## src/rtl/alu_param_seq_pkg.sv

```systemverilog
// Shared definitions for the sequenced ALU: opcode and FSM state encodings
// plus the packed status-flag bundle carried by the output register.
package alu_param_seq_pkg;

    // Opcode map; op[2]=0 keeps the legacy 2-bit logic-unit meanings.
    typedef enum logic [2:0] {
        OP_AND  = 3'b000,
        OP_OR   = 3'b001,
        OP_NAND = 3'b010,
        OP_NOR  = 3'b011,
        OP_XOR  = 3'b100,
        OP_ADD  = 3'b101,
        OP_SUB  = 3'b110,
        OP_MUL  = 3'b111
    } op_e;

    typedef enum logic {
        ST_IDLE     = 1'b0,
        ST_MUL_BUSY = 1'b1
    } state_e;

    typedef struct packed {
        logic z;
        logic c;
        logic v;
    } flags_t;

    // True for the only opcode that takes the multi-cycle path.
    function automatic logic is_mul(input logic [2:0] op);
        return op_e'(op) == OP_MUL;
    endfunction

endpackage

```

## src/rtl/alu_param_seq_mul_iter.sv

```systemverilog
// Iterative unsigned shift-add multiplier: one partial product per cycle for
// WIDTH cycles. done_o and product_o are valid during the final step so the
// caller can register the full product on the same edge the last step completes.
module alu_mul_iter #(
    parameter int WIDTH = 4
) (
    input  logic                 clk,
    input  logic                 rst,
    input  logic                 start_i,
    input  logic [WIDTH-1:0]     a_i,
    input  logic [WIDTH-1:0]     b_i,
    output logic                 done_o,
    output logic [2*WIDTH-1:0]   product_o
);

    localparam int CNT_W = (WIDTH > 1) ? $clog2(WIDTH) : 1;

    logic                 busy_q, busy_d;
    logic [CNT_W-1:0]     cnt_q, cnt_d;
    logic [2*WIDTH-1:0]   mcand_q, mcand_d;
    logic [2*WIDTH-1:0]   acc_q, acc_d;
    logic [WIDTH-1:0]     mplier_q, mplier_d;
    logic                 last_step;

    assign last_step = busy_q && (cnt_q == CNT_W'(WIDTH - 1));
    assign done_o    = last_step;
    assign product_o = acc_d;

    // Capture operands on start, otherwise accumulate one shifted partial product per cycle.
    always_comb begin
        busy_d   = busy_q;
        cnt_d    = cnt_q;
        mcand_d  = mcand_q;
        acc_d    = acc_q;
        mplier_d = mplier_q;
        if (start_i) begin
            busy_d   = 1'b1;
            cnt_d    = '0;
            mcand_d  = {{WIDTH{1'b0}}, a_i};
            mplier_d = b_i;
            acc_d    = '0;
        end else if (busy_q) begin
            acc_d    = acc_q + (mplier_q[0] ? mcand_q : '0);
            mcand_d  = mcand_q << 1;
            mplier_d = mplier_q >> 1;
            cnt_d    = cnt_q + CNT_W'(1);
            if (last_step) begin
                busy_d = 1'b0;
                cnt_d  = '0;
            end
        end
    end

    // Control state: reset aborts any multiply in flight.
    always_ff @(posedge clk or posedge rst) begin
        if (rst) begin
            busy_q <= 1'b0;
            cnt_q  <= '0;
        end else begin
            busy_q <= busy_d;
            cnt_q  <= cnt_d;
        end
    end

    // Datapath operands and accumulator; meaningless while idle, so never reset.
    always_ff @(posedge clk) begin
        mcand_q  <= mcand_d;
        acc_q    <= acc_d;
        mplier_q <= mplier_d;
    end

endmodule

```

## src/rtl/alu_param_seq.sv

```systemverilog
// Registered WIDTH-generic ALU with valid/ready on both sides. Logic and
// add/sub ops complete in one cycle; MUL runs through the iterative multiplier
// and holds off new operands until its result is registered.
module alu_param_seq
    import alu_param_seq_pkg::*;
#(
    parameter int WIDTH = 4
) (
    input  logic              clk,
    input  logic              rst,
    input  logic              in_valid,
    output logic              in_ready,
    input  logic [WIDTH-1:0]  a,
    input  logic [WIDTH-1:0]  b,
    input  logic [2:0]        op,
    output logic              out_valid,
    input  logic              out_ready,
    output logic [WIDTH-1:0]  result,
    output logic              flag_z,
    output logic              flag_c,
    output logic              flag_v
);

    state_e               state_q, state_d;
    logic                 accept;
    logic                 mul_start;
    logic                 mul_done;
    logic [2*WIDTH-1:0]   product;

    logic [WIDTH-1:0]     b_eff;
    logic [WIDTH:0]       sum;
    logic                 add_ovf;
    logic [WIDTH-1:0]     alu_res;
    logic                 alu_c;
    logic                 alu_v;

    logic                 out_valid_q, out_valid_d;
    logic [WIDTH-1:0]     result_q, result_d;
    flags_t               flags_q, flags_d;

    alu_mul_iter #(.WIDTH(WIDTH)) u_mul (
        .clk       (clk),
        .rst       (rst),
        .start_i   (mul_start),
        .a_i       (a),
        .b_i       (b),
        .done_o    (mul_done),
        .product_o (product)
    );

    // FSM state register.
    always_ff @(posedge clk or posedge rst) begin
        if (rst) state_q <= ST_IDLE;
        else     state_q <= state_d;
    end

    // FSM next state: only MUL leaves IDLE, and only its final step returns.
    always_comb begin
        state_d = state_q;
        case (state_q)
            ST_IDLE:     if (mul_start) state_d = ST_MUL_BUSY;
            ST_MUL_BUSY: if (mul_done)  state_d = ST_IDLE;
            default:     state_d = ST_IDLE;
        endcase
    end

    // FSM outputs: accept only when idle and the output slot is free or draining.
    always_comb begin
        in_ready  = (state_q == ST_IDLE) && (!out_valid_q || out_ready);
        accept    = in_valid && in_ready;
        mul_start = accept && is_mul(op);
    end

    // Single-cycle datapath; SUB reuses the adder as a + ~b + 1.
    always_comb begin
        b_eff   = (op_e'(op) == OP_SUB) ? ~b : b;
        sum     = {1'b0, a} + {1'b0, b_eff} + {{WIDTH{1'b0}}, (op_e'(op) == OP_SUB)};
        add_ovf = (a[WIDTH-1] == b_eff[WIDTH-1]) && (sum[WIDTH-1] != a[WIDTH-1]);
        alu_res = '0;
        alu_c   = 1'b0;
        alu_v   = 1'b0;
        case (op_e'(op))
            OP_AND:  alu_res = a & b;
            OP_OR:   alu_res = a | b;
            OP_NAND: alu_res = ~(a & b);
            OP_NOR:  alu_res = ~(a | b);
            OP_XOR:  alu_res = a ^ b;
            OP_ADD: begin
                alu_res = sum[WIDTH-1:0];
                alu_c   = sum[WIDTH];
                alu_v   = add_ovf;
            end
            OP_SUB: begin
                alu_res = sum[WIDTH-1:0];
                alu_c   = ~sum[WIDTH];
                alu_v   = add_ovf;
            end
            default: alu_res = '0;
        endcase
    end

    // Output slot next value: load a new result, otherwise drain or hold.
    always_comb begin
        out_valid_d = out_valid_q;
        result_d    = result_q;
        flags_d     = flags_q;
        if (accept && !is_mul(op)) begin
            out_valid_d = 1'b1;
            result_d    = alu_res;
            flags_d     = '{z: (alu_res == '0), c: alu_c, v: alu_v};
        end else if (mul_done) begin
            out_valid_d = 1'b1;
            result_d    = product[WIDTH-1:0];
            flags_d     = '{z: (product[WIDTH-1:0] == '0),
                            c: (|product[2*WIDTH-1:WIDTH]),
                            v: 1'b0};
        end else if (out_ready) begin
            out_valid_d = 1'b0;
        end
    end

    // Output register; reset clears any pending or partially formed result.
    always_ff @(posedge clk or posedge rst) begin
        if (rst) begin
            out_valid_q <= 1'b0;
            result_q    <= '0;
            flags_q     <= '0;
        end else begin
            out_valid_q <= out_valid_d;
            result_q    <= result_d;
            flags_q     <= flags_d;
        end
    end

    assign out_valid = out_valid_q;
    assign result    = result_q;
    assign flag_z    = flags_q.z;
    assign flag_c    = flags_q.c;
    assign flag_v    = flags_q.v;

endmodule

```

## config.mk

```make
export PLATFORM = sky130hd
export DESIGN_NAME = alu_param_seq
export DESIGN_NICKNAME = d
export VERILOG_FILES = /design/src/rtl/alu_param_seq_pkg.sv /design/src/rtl/alu_param_seq_mul_iter.sv /design/src/rtl/alu_param_seq.sv
export SDC_FILE = /design/constraint.sdc
export NUM_CORES = 1
export LEC_CHECK = 0
export BUFFER_PORTS_ARGS = -buffer_cell sky130_fd_sc_hd__buf_2
export CAP_MARGIN = 20
export CORE_ASPECT_RATIO = 1.5
export CORE_MARGIN = 3
export CORE_UTILIZATION = 63
export CTS_CLUSTER_SIZE = 8
export DETAILED_ROUTE_END_ITERATION = 10
export PLACE_DENSITY = 0.94
export REMOVE_ABC_BUFFERS = 1
export SKIP_CTS_REPAIR_TIMING = 1
export SYNTH_ARGS = -nofsm -noshare
export SYNTH_HDL_FRONTEND = slang
export SYNTH_HIERARCHICAL = 1
export SYNTH_SLANG_ARGS = --single-unit
```

## constraint.sdc

```tcl
create_clock -name clk -period 6.32 [get_ports clk]
set_input_delay 1.264 -clock clk [delete_from_list [all_inputs] [get_ports clk]]
set_output_delay 1.264 -clock clk [all_outputs]
set_load 0.02 [all_outputs]
```

==> metrics.csv, run 1 <==
stage;metric;value;unit
sta;max_freq;307;MHz
final_layout;nNetsFinal;292;
clock_tree;clock_latency;280;ps
final_layout;mostFrequentLayoutCells;buf_2 (23), nor2_1 (21), ha_1 (19);
clock_tree;clock_sinks;32;
floorplanning;die_y;80.0;um
floorplanning;die-area;0.00442;mm^2
run;maxCapViolCount;0;
setup_path;crit_top_cell;a211oi_1;
pwr;p_leak;1.12;nW
yosys;yosys.area.top_type;dfrtp_1;
sta;tightestPinTransition;853;ps
yosys;ys.warnings.count;6;
final_layout;area_growth;8.77;%
detailed_routing;wire_per_inst;15.6;um
sta;rsz0062_at_grt;no;
floorplanning;fp.coreArea;0.00345;mm^2
setup_path;critPathMaxFanout;9;
detailed_routing;dr_total_vias;1763;
detailed_routing;antenna_left;0;
clock_tree;clk_path_buf_depth;2;
yosys;syn_area;0.00230;mm^2
hold_path;hold_class;register to register;
global_routing;grt_pass1_wl;7990;um
sta;whs;533;ps
final_layout;fin_util;72.5;%
sta;setup_tns;0;ps
clock_tree;cts-root-buf;clkbuf_8;
sta;relSlewSlack;43.1;%
final_layout;antenna_cells;0;
global_routing;grt_pass1_vias;1761;
yosys;ys_seq_area_share;34.0;%
placed_design;dpl.hpwl;3470;um
yosys;synth-seq-cells;32;
global_routing;antenna_found_initial;0;
clock_tree;numCtsBuffers;5;
placed_design;gp_congestion;0.871;
floorplanning;initial_core_util;66.6;%
global_routing;grt_max_degree;30;
detailed_routing;first_pass_iters;4;
setup_path;crit_path_end_kind;register;
yosys;postSynthAreaPerCell;9.73;um^2
pwr;pwr_density_cell;399;mW/mm^2
sta;skew;7.15;ps
sta;period_needed;3260;ps
setup_path;cp_data_required_time;6480;ps
yosys;synthDistinctLibCells;52;
global_routing;track_usage;22.9;%
detailed_routing;drtIter0Drc;43;
floorplanning;pin_count;24;
floorplanning;dieWidth;55.3;um
yosys;syn_inst;236;
clock_tree;clkTransAtPathRegs;60;ps
sta;setup_viol;0;
yosys;synth_edf_count;8;
setup_path;start_kind;register;
detailed_routing;vias_per_cell;5.90;
final_layout;fill_cells;270;
setup_path;worstPathCellList;and2_1 > ha_1 > a211oi_1 > o31ai_1 > a211oi_1 > mux2_2 > mux2_4 > nor4_1 > a21oi_1 > o32a_1;
detailed_routing;routed_wl;4650;um
yosys;synth_ff_type;dfxtp_1;
detailed_routing;drc;0;
clock_tree;htree_levels;2;
setup_path;arrival;3420;ps
clock_tree;tritoncts;done;
global_routing;overflow;0;
yosys;ys_top_cells_by_area;dfrtp_1 (13%), dfxtp_1 (10%), edfxtp_1 (10%);
sta;slew_viol_final;0;
final_layout;drive_above_1_share;19.1;%
yosys;yosysTopAreaCellShare;13.1;%
sta;hold_viol_final;0;
pwr;irDropWorstVdd;0.238;mV
yosys;synthArstFlopShare;37.5;%
sta;period_share;51.6;%
setup_path;worst_path_max_delay_cell;edfxtp_1;
setup_path;max_stage_delay;500;ps
floorplanning;rows;26;
placed_design;port-buffer-count;23;
outcome;outcome;completed;
final_layout;final_common_cell;buf_2;
setup_path;crit_type;register to register;
-- worst max-delay path, delay by kind of cell, from the launching register on --
family | cells | cell delay (ps)
mux | 2 | 690
flops | 1 | 500
simple gates | 2 | 570
compound gates | 5 | 1080
fa+ha+maj | 1 | 300
-- sequential cells by signal, indices dropped and copies added, names as in the netlist --
register        flops
u_mul/busy_q        1
u_mul/mplier_q      4
flag_z              1
out_valid           1
result              4
u_mul/cnt_q         2
u_mul/acc_q         8
state_q             1
flag_c              1
u_mul/mcand_q       8
flag_v              1
-- final cells by class --
| class | count | area, um^2 | area share, % |
|---|---|---|---|
| multi-input cells | 176 | 1370 | 54.9 |
| flip-flops and latches | 32 | 781 | 31.2 |
| repair buffers | 24 | 123 | 4.91 |
| clock buffers | 5 | 68.8 | 2.75 |
| inverters | 17 | 63.8 | 2.55 |
| well taps | 42 | 52.6 | 2.10 |
| clock inverters | 3 | 37.5 | 1.50 |
-- where the power goes --
| group | total (W) | switching [W] | internal [W] | leakage, nW |
|---|---|---|---|---|
| sequential | 0.000363 | 0.0000632 | 0.000300 | 0.321 |
| combinational | 0.000446 | 0.000245 | 0.000201 | 0.743 |
| clock | 0.000187 | 0.0000726 | 0.000115 | 0.0532 |
-- metrics by stage --
step / cells / area [um^2] / worst slack, ps / power [W]
5_1_grt: 299 / 2500 / 2810 / 0.00107
3_5_place_dp: 291 / 2390 / 2890 / 0.000806
2_1_floorplan: 225 / 2210 / 2520 / 0.000687
4_1_cts: 299 / 2500 / 3090 / 0.00100
3_3_place_gp: 291 / 2390 / 2990 / 0.000785
6_report: 299 / 2500 / 3060 / 0.000996
-- path summary, 6_finish.rpt --
kind | startpoint | to | slack, ps | cells past startpoint
min in group asynchronous | rst | u_mul/cnt_q[1] | 850 | 2
max reg2reg | u_mul/mplier_q[0] | flag_c | 3060 | 10
min reg2reg | flag_v | flag_v | 530 | 2
min | flag_v | flag_v | 530 | 2
max | u_mul/mplier_q[0] | flag_c | 3060 | 10
max in group asynchronous | rst | result[2] | 5110 | 2
-- cells by family (layout without fill, tap and decap cells) --
kind of cell / count (synthesis) / count (layout) / synth area share (%)
buffers and inverters: 28 / 49 / 6.37
muxes: 23 / 23 / 10.8
and+or+nand+nor: 76 / 76 / 18.3
AOI/OAI and AO/OA: 41 / 41 / 12.7
adders and majority gates: 21 / 21 / 12.1
DFF: 32 / 32 / 34.0
xor gates and xnor gates: 15 / 15 / 5.72
-- metal layers --
layer	vias to the layer above	part of all wire, %	GRT usage, %
li1	869	-	-
met5	-	0	0
met3	7	3.0	3.07
met1	852	42	26.4
met2	35	54	41.9
met4	0	1.8	9.49
-- synthesized netlist by cell type, types with 2 or more instances --
library cell	count
nor2_1	22
ha_1	19
inv_1	16
dfrtp_1	12
dfxtp_1	12
mux2i_1	12
a21oi_1	11
xnor2_1	11
and2_1	10
mux2_2	10
nand2_1	9
edfxtp_1	8
a211oi_1	6
nand2b_1	6
nor2b_1	6
nand3_1	5
a21o_1	4
buf_6	4
nand3b_1	4
xor2_1	4
buf_2	3
o22ai_1	3
a221o_1	2
buf_4	2
clkbuf_1	2
fa_1	2
nand4_1	2
nor3_1	2
nor4_1	2
o21ai_0	2
o21ai_1	2
Power figures use the tool's default switching activity.
==> inputs of run 2 (changes only) <==
CORE_UTILIZATION = 59   (was 63)
PLACE_DENSITY = 0.89   (was 0.94)
clock period = 3.06 ns   (was 6.32 ns; I/O delays follow)
==> run 2 against run 1 <==
Compared with the run above: non-clock buffer count is 6 higher; worst hold slack worse by 350 ps; via count rose by 3.1%; clock-buffer cell count increased by 2; utilization is 3.3 points lower; setup slack worse by 2900 ps; fmax increased by 12%; combinational power increased by 120%; first-iteration DRC count rose by 56%; routed wire length is 5.6% higher; register-to-register slack worse by 2900 ps; largest power group unchanged; highest routed layer unchanged.
==> metrics.csv, run 2 (synthesis gave the netlist of run 1 again) <==
stage;metric;value;unit;change
outcome;outcome;completed;;
sta;tightestPinTransition;621;ps;-232 ps
clock_tree;clkTransAtPathRegs;70;ps;about the same
detailed_routing;routed_wl;4910;um;+5.6%
detailed_routing;drtIter0Drc;67;;+56%
floorplanning;initial_core_util;61.8;%;-4.8 points
final_layout;final_common_cell;buf_2;;
setup_path;start_kind;register;;
sta;period_share;94.9;%;+43 points
final_layout;fill_cells;282;;+4.4%
run;maxCapViolCount;0;;unchanged
detailed_routing;dr_total_vias;1817;;+3.1%
clock_tree;clock_latency;290;ps;about the same
pwr;power;0.00215;W;+120%
global_routing;track_usage;22.6;%;-0.32 points
pwr;p_leak;1.16;nW;+3.8%
hold_path;hold_class;input port to async pin;;
floorplanning;dieWidth;57.0;um;+3.0%
sta;skew;7.27;ps;+0.121 ps
placed_design;dpl-instance-area;0.00244;mm^2;+1.9%
clock_tree;cts-root-buf;clkbuf_8;;
final_layout;reg_top3;u_mul/acc_q: 8 flops, u_mul/mcand_q: 8 flops;;
placed_design;port-buffer-count;23;;unchanged
placed_design;gp_congestion;0.902;;+3.5%
final_layout;area_growth;11.9;%;
clock_tree;tritoncts;done;;
setup_path;cp_data_required_time;3230;ps;-3250 ps
final_layout;nNetsFinal;298;;+2.1%
sta;relSlewSlack;58.6;%;+15 points
detailed_routing;antenna_left;0;;unchanged
setup_path;worst_path_max_delay_cell;edfxtp_1;;
setup_path;ff2ff_setup_slack;160;ps;-2900 ps
detailed_routing;first_pass_iters;4;;unchanged
setup_path;critPathMaxFanout;6;;-3
sta;hold_viol_final;0;;unchanged
detailed_routing;vias_per_cell;5.94;;+0.71%
global_routing;overflow;0;;unchanged
final_layout;final_area;0.00257;mm^2;+2.9%
clock_tree;clock_sinks;32;;unchanged
final_layout;drive_above_1_share;22.1;%;+3.0 points
final_layout;antenna_cells;0;;unchanged
setup_path;arrival;3080;ps;-340 ps
clock_tree;clk_path_buf_depth;2;;unchanged
detailed_routing;wire_per_inst;16.0;um;+3.2%
setup_path;crit_type;register to register;;
pwr;pwr_density_cell;837;mW/mm^2;+110%
setup_path;worstPathCellList;buf_4 > and2_1 > ha_1 > o21ai_1 > o31ai_1 > a211oi_1 > mux2_2 > mux2_4 > nor4_1 > a21oi_1 > o32a_1;;
floorplanning;die_y;82.4;um;+3.1%
detailed_routing;drc;0;;unchanged
sta;period_needed;2900;ps;-356 ps
global_routing;grt_max_degree;17;;-43%
clock_tree;numCtsBuffers;5;;unchanged
placed_design;dpl.hpwl;3680;um;+6.2%
sta;max_freq;344;MHz;+12%
global_routing;grt_pass1_wl;8200;um;+2.7%
setup_path;max_stage_delay;410;ps;-90 ps
setup_path;crit_path_end_kind;register;;
floorplanning;die-area;0.00469;mm^2;+6.1%
sta;setup_viol;0;;unchanged
global_routing;antenna_found_initial;0;;unchanged
global_routing;grt_pass1_vias;1799;;+2.2%
pwr;irDropWorstVdd;0.442;mV;+86%
sta;rsz0062_at_grt;no;;
setup_path;path_buf_inv;1;;+1
floorplanning;rows;27;;+3.8%
floorplanning;fp.coreArea;0.00372;mm^2;+7.8%
final_layout;mostFrequentLayoutCells;buf_2 (23), nor2_1 (21), ha_1 (19);;
setup_path;critPathTopFamily;compound AO/OA/AOI/OAI gates;;
clock_tree;htree_levels;2;;unchanged
sta;slew_viol_final;0;;unchanged
floorplanning;pin_count;24;;unchanged
-- run 2: cell count changes in the layout (fill, tap and decap cells not counted), sizes merged --
cell	delta
clkbuf	+2
clkinv	-2
buf	+6
-- run 2: metrics by stage --
step                utilization [%]  cells  hold slack (ps)  setup TNS, ps  setup WS, ps
finish                         69.2    306              185              0           156
global route                   69.2    306              191              0          18.5
detailed placement             65.6    298              494              0           119
CTS                            69.0    306              182              0           121
floorplan                         -    225              366          -90.3         -90.3
global placement               65.6    298              490              0           266
-- run 2: layer usage --
metal	up-vias	part of all wire (%)	global-route usage [%]
met5	-	0	0
met1	868	39	23.3
met3	19	3.1	4.04
li1	881	-	-
met2	49	54	42.2
met4	0	4.3	13.0
-- run 2: final cells by class --
cell class	count	area, um^2	share of cell area (%)
multi-input cells	176	1380	53.6
flip-flops and latches	32	781	30.4
repair buffers	30	168	6.52
clock buffers	7	96.3	3.75
inverters	17	63.8	2.48
well taps	43	53.8	2.09
clock inverters	1	30.0	1.17
-- run 2: path summary, 6_finish.rpt --
check | cells past startpoint | startpoint | end
setup / recovery | 11 | u_mul/mplier_q[0] | flag_c
hold / removal | 2 | rst | u_mul/busy_q
setup reg to reg | 11 | u_mul/mplier_q[0] | flag_c
max in group asynchronous | 2 | rst | result[1]
hold reg to reg | 2 | u_mul/mcand_q[3] | u_mul/mcand_q[4]
min in group clk | 2 | u_mul/mcand_q[3] | u_mul/mcand_q[4]
-- run 2: power by group --
part,switching [W],internal (W)
Combinational,0.000536,0.000431
Clock,0.000158,0.000287
Sequential,0.000120,0.000619
Total,0.000814,0.00134
